### config.mk
export PLATFORM = sky130hd
export DESIGN_NAME = multi_alarm_clock
export DESIGN_NICKNAME = d
export VERILOG_FILES = /design/src/rtl/multi_alarm_clock.sv
export SDC_FILE = /design/constraint.sdc
export NUM_CORES = 1
export LEC_CHECK = 0
export BUFFER_PORTS_ARGS = -buffer_cell sky130_fd_sc_hd__buf_2
export CELL_PAD_IN_SITES_DETAIL_PLACEMENT = 0
export CELL_PAD_IN_SITES_GLOBAL_PLACEMENT = 1
export CORE_MARGIN = 2
export CORE_UTILIZATION = 43
export DETAILED_ROUTE_END_ITERATION = 10
export GPL_TIMING_DRIVEN = 0
export PLACE_DENSITY = 0.82
export SETUP_SLACK_MARGIN = 0.5
export SYNTH_ARGS = -nofsm -noshare
export SYNTH_HDL_FRONTEND = slang
export SYNTH_SLANG_ARGS = --single-unit
### constraint.sdc
create_clock -name clk -period 3.9 [get_ports clk]
set_clock_uncertainty 0.05 [all_clocks]
set_input_delay 0.78 -clock clk [delete_from_list [all_inputs] [get_ports clk]]
set_output_delay 0.78 -clock clk [all_outputs]
set_load 0.05 [all_outputs]
### src/rtl/multi_alarm_clock.sv
// 24-hour RTC with NUM_ALARMS independent alarms, ring timeout and optional snooze.
// Define MULTI_ALARM_SNOOZE_EN to build the SNOOZED state and per-alarm snooze targets.
module multi_alarm_clock #(
  parameter int unsigned NUM_ALARMS = 4,
  parameter int unsigned TICK_DIV   = 50_000_000,
  parameter int unsigned SNOOZE_MIN = 5,
  parameter int unsigned RING_SEC   = 60,
  localparam int unsigned SelW      = (NUM_ALARMS > 1) ? $clog2(NUM_ALARMS) : 1
) (
  input  logic                  clk,
  input  logic                  reset,
  input  logic                  run,
  input  logic                  set_time,
  input  logic                  set_alarm,
  input  logic                  sel_hr,
  input  logic [SelW-1:0]       alarm_sel,
  input  logic                  inc,
  input  logic [NUM_ALARMS-1:0] alarm_en,
  input  logic                  snooze,
  input  logic                  dismiss,
  output logic [5:0]            sec,
  output logic [5:0]            min,
  output logic [4:0]            hrs,
  output logic [5:0]            al_min,
  output logic [4:0]            al_hrs,
  output logic [NUM_ALARMS-1:0] ringing,
  output logic                  alarm,
  output logic                  sec_tick
);

  localparam int unsigned PreW  = (TICK_DIV > 1) ? $clog2(TICK_DIV) : 1;
  localparam int unsigned SelWp = SelW + 1;
  localparam logic [PreW-1:0]  PreMax  = PreW'(TICK_DIV - 1);
  localparam logic [SelW:0]    NumSel  = SelWp'(NUM_ALARMS);
  localparam logic [7:0]       RingMax = 8'(RING_SEC - 1);

  typedef enum logic [1:0] {StIdle, StRing, StSnooze} al_state_e;

  logic [PreW-1:0] pre_q, pre_d;
  logic [5:0]      sec_q, sec_d, min_q, min_d;
  logic [4:0]      hrs_q, hrs_d;
  logic            tick, sec_tick_q, sel_ok, minute_edge;

  logic [5:0] al_min_q [NUM_ALARMS];
  logic [5:0] al_min_d [NUM_ALARMS];
  logic [4:0] al_hrs_q [NUM_ALARMS];
  logic [4:0] al_hrs_d [NUM_ALARMS];
  logic [7:0] ring_cnt_q [NUM_ALARMS];
  logic [7:0] ring_cnt_d [NUM_ALARMS];
  al_state_e  st_q [NUM_ALARMS];
  al_state_e  st_d [NUM_ALARMS];

`ifdef MULTI_ALARM_SNOOZE_EN
  logic [5:0] tgt_min_q [NUM_ALARMS];
  logic [5:0] tgt_min_d [NUM_ALARMS];
  logic [4:0] tgt_hrs_q [NUM_ALARMS];
  logic [4:0] tgt_hrs_d [NUM_ALARMS];
  logic [6:0] snz_sum;
  logic [5:0] snz_min;
  logic [4:0] snz_hrs;

  always_comb begin
    snz_sum = {1'b0, min_q} + 7'(SNOOZE_MIN);
    snz_min = 6'(snz_sum);
    snz_hrs = hrs_q;
    if (snz_sum >= 7'd60) begin
      snz_min = 6'(snz_sum - 7'd60);
      snz_hrs = (hrs_q == 5'd23) ? 5'd0 : hrs_q + 5'd1;
    end
  end
`else
  logic unused_snooze;
  assign unused_snooze = snooze;
`endif

  // Timekeeping: set mode freezes the prescaler; otherwise a tick advances the time.
  always_comb begin
    pre_d = pre_q;
    sec_d = sec_q;
    min_d = min_q;
    hrs_d = hrs_q;
    tick  = 1'b0;
    if (set_time) begin
      pre_d = '0;
      if (inc) begin
        sec_d = '0;
        if (sel_hr) hrs_d = (hrs_q == 5'd23) ? 5'd0 : hrs_q + 5'd1;
        else        min_d = (min_q == 6'd59) ? 6'd0 : min_q + 6'd1;
      end
    end else if (run) begin
      if (pre_q == PreMax) begin
        pre_d = '0;
        tick  = 1'b1;
        if (sec_q == 6'd59) begin
          sec_d = '0;
          if (min_q == 6'd59) begin
            min_d = '0;
            hrs_d = (hrs_q == 5'd23) ? 5'd0 : hrs_q + 5'd1;
          end else begin
            min_d = min_q + 6'd1;
          end
        end else begin
          sec_d = sec_q + 6'd1;
        end
      end else begin
        pre_d = pre_q + 1'b1;
      end
    end
  end

  assign sel_ok      = ({1'b0, alarm_sel} < NumSel);
  assign minute_edge = tick && (sec_d == 6'd0);

  // Matches compare against the time being loaded, so ringing rises on the same edge.
  always_comb begin
    for (int i = 0; i < NUM_ALARMS; i++) begin
      al_min_d[i]   = al_min_q[i];
      al_hrs_d[i]   = al_hrs_q[i];
      ring_cnt_d[i] = ring_cnt_q[i];
      st_d[i]       = st_q[i];
`ifdef MULTI_ALARM_SNOOZE_EN
      tgt_min_d[i]  = tgt_min_q[i];
      tgt_hrs_d[i]  = tgt_hrs_q[i];
`endif
      if (set_alarm && !set_time && inc && sel_ok && (alarm_sel == SelW'(i))) begin
        if (sel_hr) al_hrs_d[i] = (al_hrs_q[i] == 5'd23) ? 5'd0 : al_hrs_q[i] + 5'd1;
        else        al_min_d[i] = (al_min_q[i] == 6'd59) ? 6'd0 : al_min_q[i] + 6'd1;
      end
      if (!alarm_en[i] || dismiss) begin
        st_d[i] = StIdle;
      end else begin
        unique case (st_q[i])
          StIdle: begin
            if (minute_edge && (min_d == al_min_q[i]) && (hrs_d == al_hrs_q[i])) begin
              st_d[i]       = StRing;
              ring_cnt_d[i] = '0;
            end
          end
          StRing: begin
`ifdef MULTI_ALARM_SNOOZE_EN
            if (snooze) begin
              st_d[i]      = StSnooze;
              tgt_min_d[i] = snz_min;
              tgt_hrs_d[i] = snz_hrs;
            end else
`endif
            if (tick) begin
              if (ring_cnt_q[i] == RingMax) st_d[i] = StIdle;
              else                          ring_cnt_d[i] = ring_cnt_q[i] + 8'd1;
            end
          end
`ifdef MULTI_ALARM_SNOOZE_EN
          StSnooze: begin
            if (minute_edge && (min_d == tgt_min_q[i]) && (hrs_d == tgt_hrs_q[i])) begin
              st_d[i]       = StRing;
              ring_cnt_d[i] = '0;
            end
          end
`endif
          default: st_d[i] = StIdle;
        endcase
      end
    end
  end

  always_ff @(posedge clk or posedge reset) begin
    if (reset) begin
      pre_q      <= '0;
      sec_q      <= '0;
      min_q      <= '0;
      hrs_q      <= '0;
      sec_tick_q <= 1'b0;
      for (int i = 0; i < NUM_ALARMS; i++) begin
        al_min_q[i]   <= '0;
        al_hrs_q[i]   <= '0;
        ring_cnt_q[i] <= '0;
        st_q[i]       <= StIdle;
`ifdef MULTI_ALARM_SNOOZE_EN
        tgt_min_q[i]  <= '0;
        tgt_hrs_q[i]  <= '0;
`endif
      end
    end else begin
      pre_q      <= pre_d;
      sec_q      <= sec_d;
      min_q      <= min_d;
      hrs_q      <= hrs_d;
      sec_tick_q <= tick;
      al_min_q   <= al_min_d;
      al_hrs_q   <= al_hrs_d;
      ring_cnt_q <= ring_cnt_d;
      st_q       <= st_d;
`ifdef MULTI_ALARM_SNOOZE_EN
      tgt_min_q  <= tgt_min_d;
      tgt_hrs_q  <= tgt_hrs_d;
`endif
    end
  end

  always_comb begin
    ringing = '0;
    for (int i = 0; i < NUM_ALARMS; i++) ringing[i] = (st_q[i] == StRing);
  end

  assign alarm    = |ringing;
  assign sec_tick = sec_tick_q;
  assign sec      = sec_q;
  assign min      = min_q;
  assign hrs      = hrs_q;
  assign al_min   = sel_ok ? al_min_q[alarm_sel] : 6'd0;
  assign al_hrs   = sel_ok ? al_hrs_q[alarm_sel] : 5'd0;

endmodule
# Word level (Yosys, flattened, before mapping)
# Index checks and enable logic that the tools add are counted.
[totals]
reg_bits = 128
latch_bits = 0
ramBits = 0
mem_bits_ro = 0
output_inout_bits = 34
mem_count = 0
[classes]
add_sub_neg = 16
mul = 0
div_mod_pow = 0
magnitude_cmp = 1
eq_ne = 55
shift = 0
n_mux = 76
bitwise = 6
n_reduce_logical = 52
[op_table]
columns = ["op", "count"]
rows = [
  ["6-bit 2-to-1 mux", 18],
  ["8-bit 2-to-1 mux", 12],
  ["26-bit 2-to-1 mux", 3],
  ["5-bit 2-to-1 mux", 14],
  ["8-bit one-hot mux with 2 select lines", 4],
  ["6-bit by 1-bit adder with 6-bit output, second input constant", 6],
  ["6-bit equality test, second input constant", 6],
  ["8-bit by 1-bit adder with 8-bit output, second input constant", 4],
  ["8-bit by 6-bit equality test with 1-bit output, second input constant", 4],
  ["2-bit 2-to-1 mux", 16],
  ["26-bit by 1-bit adder with 26-bit output, second input constant", 1],
  ["26-bit equality test, second input constant", 1],
  ["5-bit by 1-bit adder with 5-bit output, second input constant", 5],
  ["5-bit equality test, second input constant", 5],
  ["6-bit equality test", 4],
  ["3-bit by 1-bit inequality test with 1-bit output, second input constant", 8],
  ["5-bit equality test", 4],
  ["5-bit AND reduction", 4],
  ["2-bit inequality test, second input constant", 8],
  ["2-bit one-hot mux with 2 select lines", 4],
  ["2-bit AND reduction", 8],
  ["1-bit logical AND", 15],
  ["6-bit binary-select mux with 2-bit select", 1],
  ["3-bit inequality test, second input constant", 4],
  ["other kinds (15)", 47],
]

# Logic depth before layout (Yosys ltp)
[logic_depth]
ltp_word = 12
ltp_mapped = 13

# Worst setup path before layout
# No wires, ideal clock.
[synth_path]
kind = "input-to-reg"
from = "in run"
to = "reg ring_cnt_q[2] (netlist bit)"
setup_ns = 0.139
arrival_ns = 3.393
path_slack_ns = 0.319
path_stages = 10
cell_sequence = "clkbuf_1 > inv_1 > or4_1 > nor3_1 > o21a_1 > xor2_1 > xor2_1 > or3_1 > nor4_2 > nor2_1"
[synth_rtl]
columns = ["item", "line", "text"]
rows = [
  ["from (decl)", "12", "input logic run,"],
  ["5-bit 2-to-1 mux", "90", "end else if (run) begin"],
  ["5-bit 2-to-1 mux", "83", "if (set_time) begin"],
  ["named net hrs_d[2]", "41", "logic [4:0] hrs_q, hrs_d;"],
  ["5-bit equality test", "134", "if (minute_edge && (min_d == al_min_q[i]) && (hrs_d == al_hrs_q[i])) begin"],
  ["1-bit logical AND", "134", ""],
  ["2-bit inequality test (no source line)", "-", ""],
  ["5-bit AND reduction (no source line)", "-", ""],
  ["to (signal assigned)", "191", "ring_cnt_q <= ring_cnt_d;"],
  ["to (decl)", "48", "logic [7:0] ring_cnt_q [NUM_ALARMS];"],
]
# The timed path passes the listed nets, and every way through them passes these cells.
# A chain may end at the register's enable or synchronous reset.

# Worst setup path in the final report
[layout_path]
from = "reg pre_q[24]"
to = "reg st_q[2] (netlist bit)"
[layout_rtl]
columns = ["item", "line", "text"]
rows = [
  ["from (decl)", "39", "logic [PreW-1:0] pre_q, pre_d;"],
  ["from (signal assigned)", "184", "pre_q <= pre_d;"],
  ["26-bit equality test", "91", "if (pre_q == PreMax) begin"],
  ["5-bit 2-to-1 mux", "91", ""],
  ["5-bit 2-to-1 mux", "90", ""],
  ["5-bit 2-to-1 mux", "83", ""],
  ["named net hrs_d[1]", "41", ""],
  ["5-bit equality test", "134", ""],
  ["1-bit logical AND", "134", ""],
  ["3-bit inequality test (no source line)", "-", ""],
  ["3-bit AND reduction (no source line)", "-", ""],
  ["to (signal, indexed assignment)", "177", "st_q[i] <= StIdle;"],
  ["to (signal assigned)", "192", "st_q <= st_d;"],
  ["to (decl)", "50", "al_state_e st_q [NUM_ALARMS];"],
]
# The timed path passes the listed nets, and every way through them passes these cells.

==> flow_summary.toml <==
[clocking]
cts_sinks = 124
clkTransAtPathRegs_ps = 60
cts_tree = "done"
cts_buffer_depth = 2
cts_root_buf = "clkbuf_16"
cts_made_buffers = 17
ctsHoldBuffers = 0
h-tree-depth = 4
clock_latency_ps = 430

[worst_setup_path]
cp_common_cell = "buf_4"
cp_max_fo = 5
worstPathRequired_ps = 4190
cp_cell_sequence = "nor4bb_4 -> nand4_1 -> buf_4 -> buf_4 -> nor4_2 -> a221o_1 -> buf_2 -> a21oi_1 -> or4_4 -> nor3_4 -> a31oi_1 -> nor3_1"
crit_type = "reg -> reg"
critPathMaxStageDelay_ps = 470
slowest_stage = "dfrtp_1"
critPathLaunchType = "flop"
critPathArrivalTime_ps = 3590
cp-end-kind = "flop"

[route]
vias_per_cell = 5.722
vias = 7050
ant_nets = 0
totalWireLength_um = 21380
wire_per_inst_um = 17.36
drtPass1Iterations = 7
drtIter0Drc = 424
remaining_drc_errors = 0

[pwr]
total_power_mw = 4.093
p_leak_nw = 4.030
p_per_area_nw_per_um2 = 426.0
vdd_drop_max_v = 0.0003395

[floorplanning]
core_um2 = 18150
rows = 49
fp.dieH_um = 140.5
ioPinCount = 49
die_w_um = 140.5
start_util_pct = 44.13
dieArea_um2 = 19730

[synth]
yosysTopAreaCellShare_pct = 38.75
ys.flop_type = "dfrtp_1"
synth_edf_count = 0
synth_common_cells = "124 x dfrtp_1, 102 x nand2_1, 92 x nor2_1"
avgSynthCellArea_um2 = 8.868
ys_types = 67
yosysSeqAreaShare_pct = 38.75
yosys_warnings = 0
synth_seq_cells = 124
synth_top_cell_by_area = "dfrtp_1"
netlist_instances = 903
syn-cell-area_um2 = 8008
syn-num-nets = 934
synthTopCellsByArea = "dfrtp_1 39%, xnor2_1 5.4%, nand2_1 4.8%, xor2_1 4.7%, nor2_1 4.3%"
synth_most_common_cell = "dfrtp_1"
async_reset_ff_share_pct = 100.0

[cells_and_area]
syn_to_final_growth_pct = 19.98
drive_above_1_share_pct = 19.94
final_nets = 1021
fillers = 1688
antennaDiodeCount = 0

[timing]
holdWs_ps = 371.0
setup_viol = 0
period_needed_ps = 3298
final.setup.tns_ps = 0
hold_viol = 0
rsz0062_at_grt = "true"
slew_viol_final = 0
fmax_mhz = 303.2
timing.final.crit_share_pct = 84.57
slew_headroom_pct = 53.17
tightest_slew_ps = 697.1

[global_routing]
grt_pass1_vias = 6504
grt_pass1_wl_um = 34670
grtUsageTotal_pct = 22.24
grt_max_degree = 39
antenna_found_initial = 0
grt_overflow = 0

[run]
max-cap-violations = 0

[place]
hpwl_um = 15650
port_buffers = 43
place.gp.congestion = 0.9053

[worst_hold_path]
hold_path.class = "in -> async"

[status]
outcome = "completed"
[kinds of logic (layout without fill, tap and decap cells)]
group	Yosys count	after routing	synth area share [%]
compound gates	144	144	11.25
xor+xnor	92	92	10.06
fa+ha+maj	16	16	2.500
buf+inv	59	159	3.016
flops	124	124	38.75
mux	22	22	4.547
simple gates	446	446	29.88
[per-layer routing]
metal	GRT usage, %	vias up	routed length [µm]
met4	6.947	0	471
met5	0	-	0
li1	-	3414	-
met2	34.00	170	9624
met3	4.957	36	963
met1	31.62	3430	10320
[flip-flops by register name, summed over array words and instances (netlist names)]
register / flops
ring_cnt_q: 32
pre_q: 26
al_min_q: 24
al_hrs_q: 20
min: 6
sec: 6
hrs: 5
st_q: 4
sec_tick: 1
[cell usage in the layout, fill, tap and decap left out, drive strengths merged, types with 6 or more instances in the layout]
master and instances:
dfrtp 124, nand2 102, nor2 98, buf 76, o21ai 63, clkbuf 50
xnor2 49, xor2 43, nand3 41, nand4 40, nor3 38, a21oi 31
inv 23, nand2b 22, or3 18, ha 16, nor4 13, and3 12
nor2b 11, mux4 11, or4 10, or2 6, o2111ai 6, and2 6
mux2i 6, and4 6
[final timing paths]
check / startpoint / end / slack [ps] / cells past startpoint
worst max-delay path: pre_q[24] / st_q[2] / 600 / 12
worst min-delay path: reset / pre_q[5] / 370 / 2
worst max register to register: pre_q[24] / st_q[2] / 600 / 12
worst min register to register: ring_cnt_q[5] / ring_cnt_q[5] / 480 / 2
max in group asynchronous: reset / min[1] / 2620 / 4
min in group clk: ring_cnt_q[5] / ring_cnt_q[5] / 480 / 2
[layout make-up]
type                    instances  area (µm²)  area share (%)
multi-input cells             720        4915           51.15
flip-flops and latches        124        3110           32.37
clock buffers                  22       474.2           4.936
repair buffers                 68       447.9           4.662
well taps                     229       286.5           2.982
plain buffers                  36       170.2           1.771
clock inverters                10       113.9           1.185
inverters                      23       90.09          0.9376
[through the flow]
step	area, µm²	utilization [%]	instances	worst slack [ps]
floorplan	8026	-	903	580.3
global placement	8528	46.99	1175	-168.6
detailed placement	8588	47.32	1178	-165.5
CTS	9331	51.42	1222	487.4
global route	9608	52.94	1232	472.4
finish	9608	52.94	1232	601.8
[what timing repair did]
action / in CTS / in global routing
endpoints found under the setup margin: 42 / 45
pin swaps: 10 / 24
resized for setup: 13 / 55
setup buffers: 12 / 10
endpoints found under the hold margin: 0 / 0
[worst max-delay path: cells and delay by family, from the launching register on]
family	cells	cell delay [ps]
and+or+nand+nor	6	1700
buffers and inverters	3	520
DFF	1	470
AOI/OAI and AO/OA	3	470
[power by group]
group | leakage [nW] | internal [mW] | switching [mW]
combinational | 2.09 | 0.358 | 0.640
clock | 0.279 | 0.988 | 0.610
sequential | 1.66 | 1.36 | 0.133
total | 4.03 | 2.71 | 1.38
Note: power is estimated with default switching activity, not from simulation.
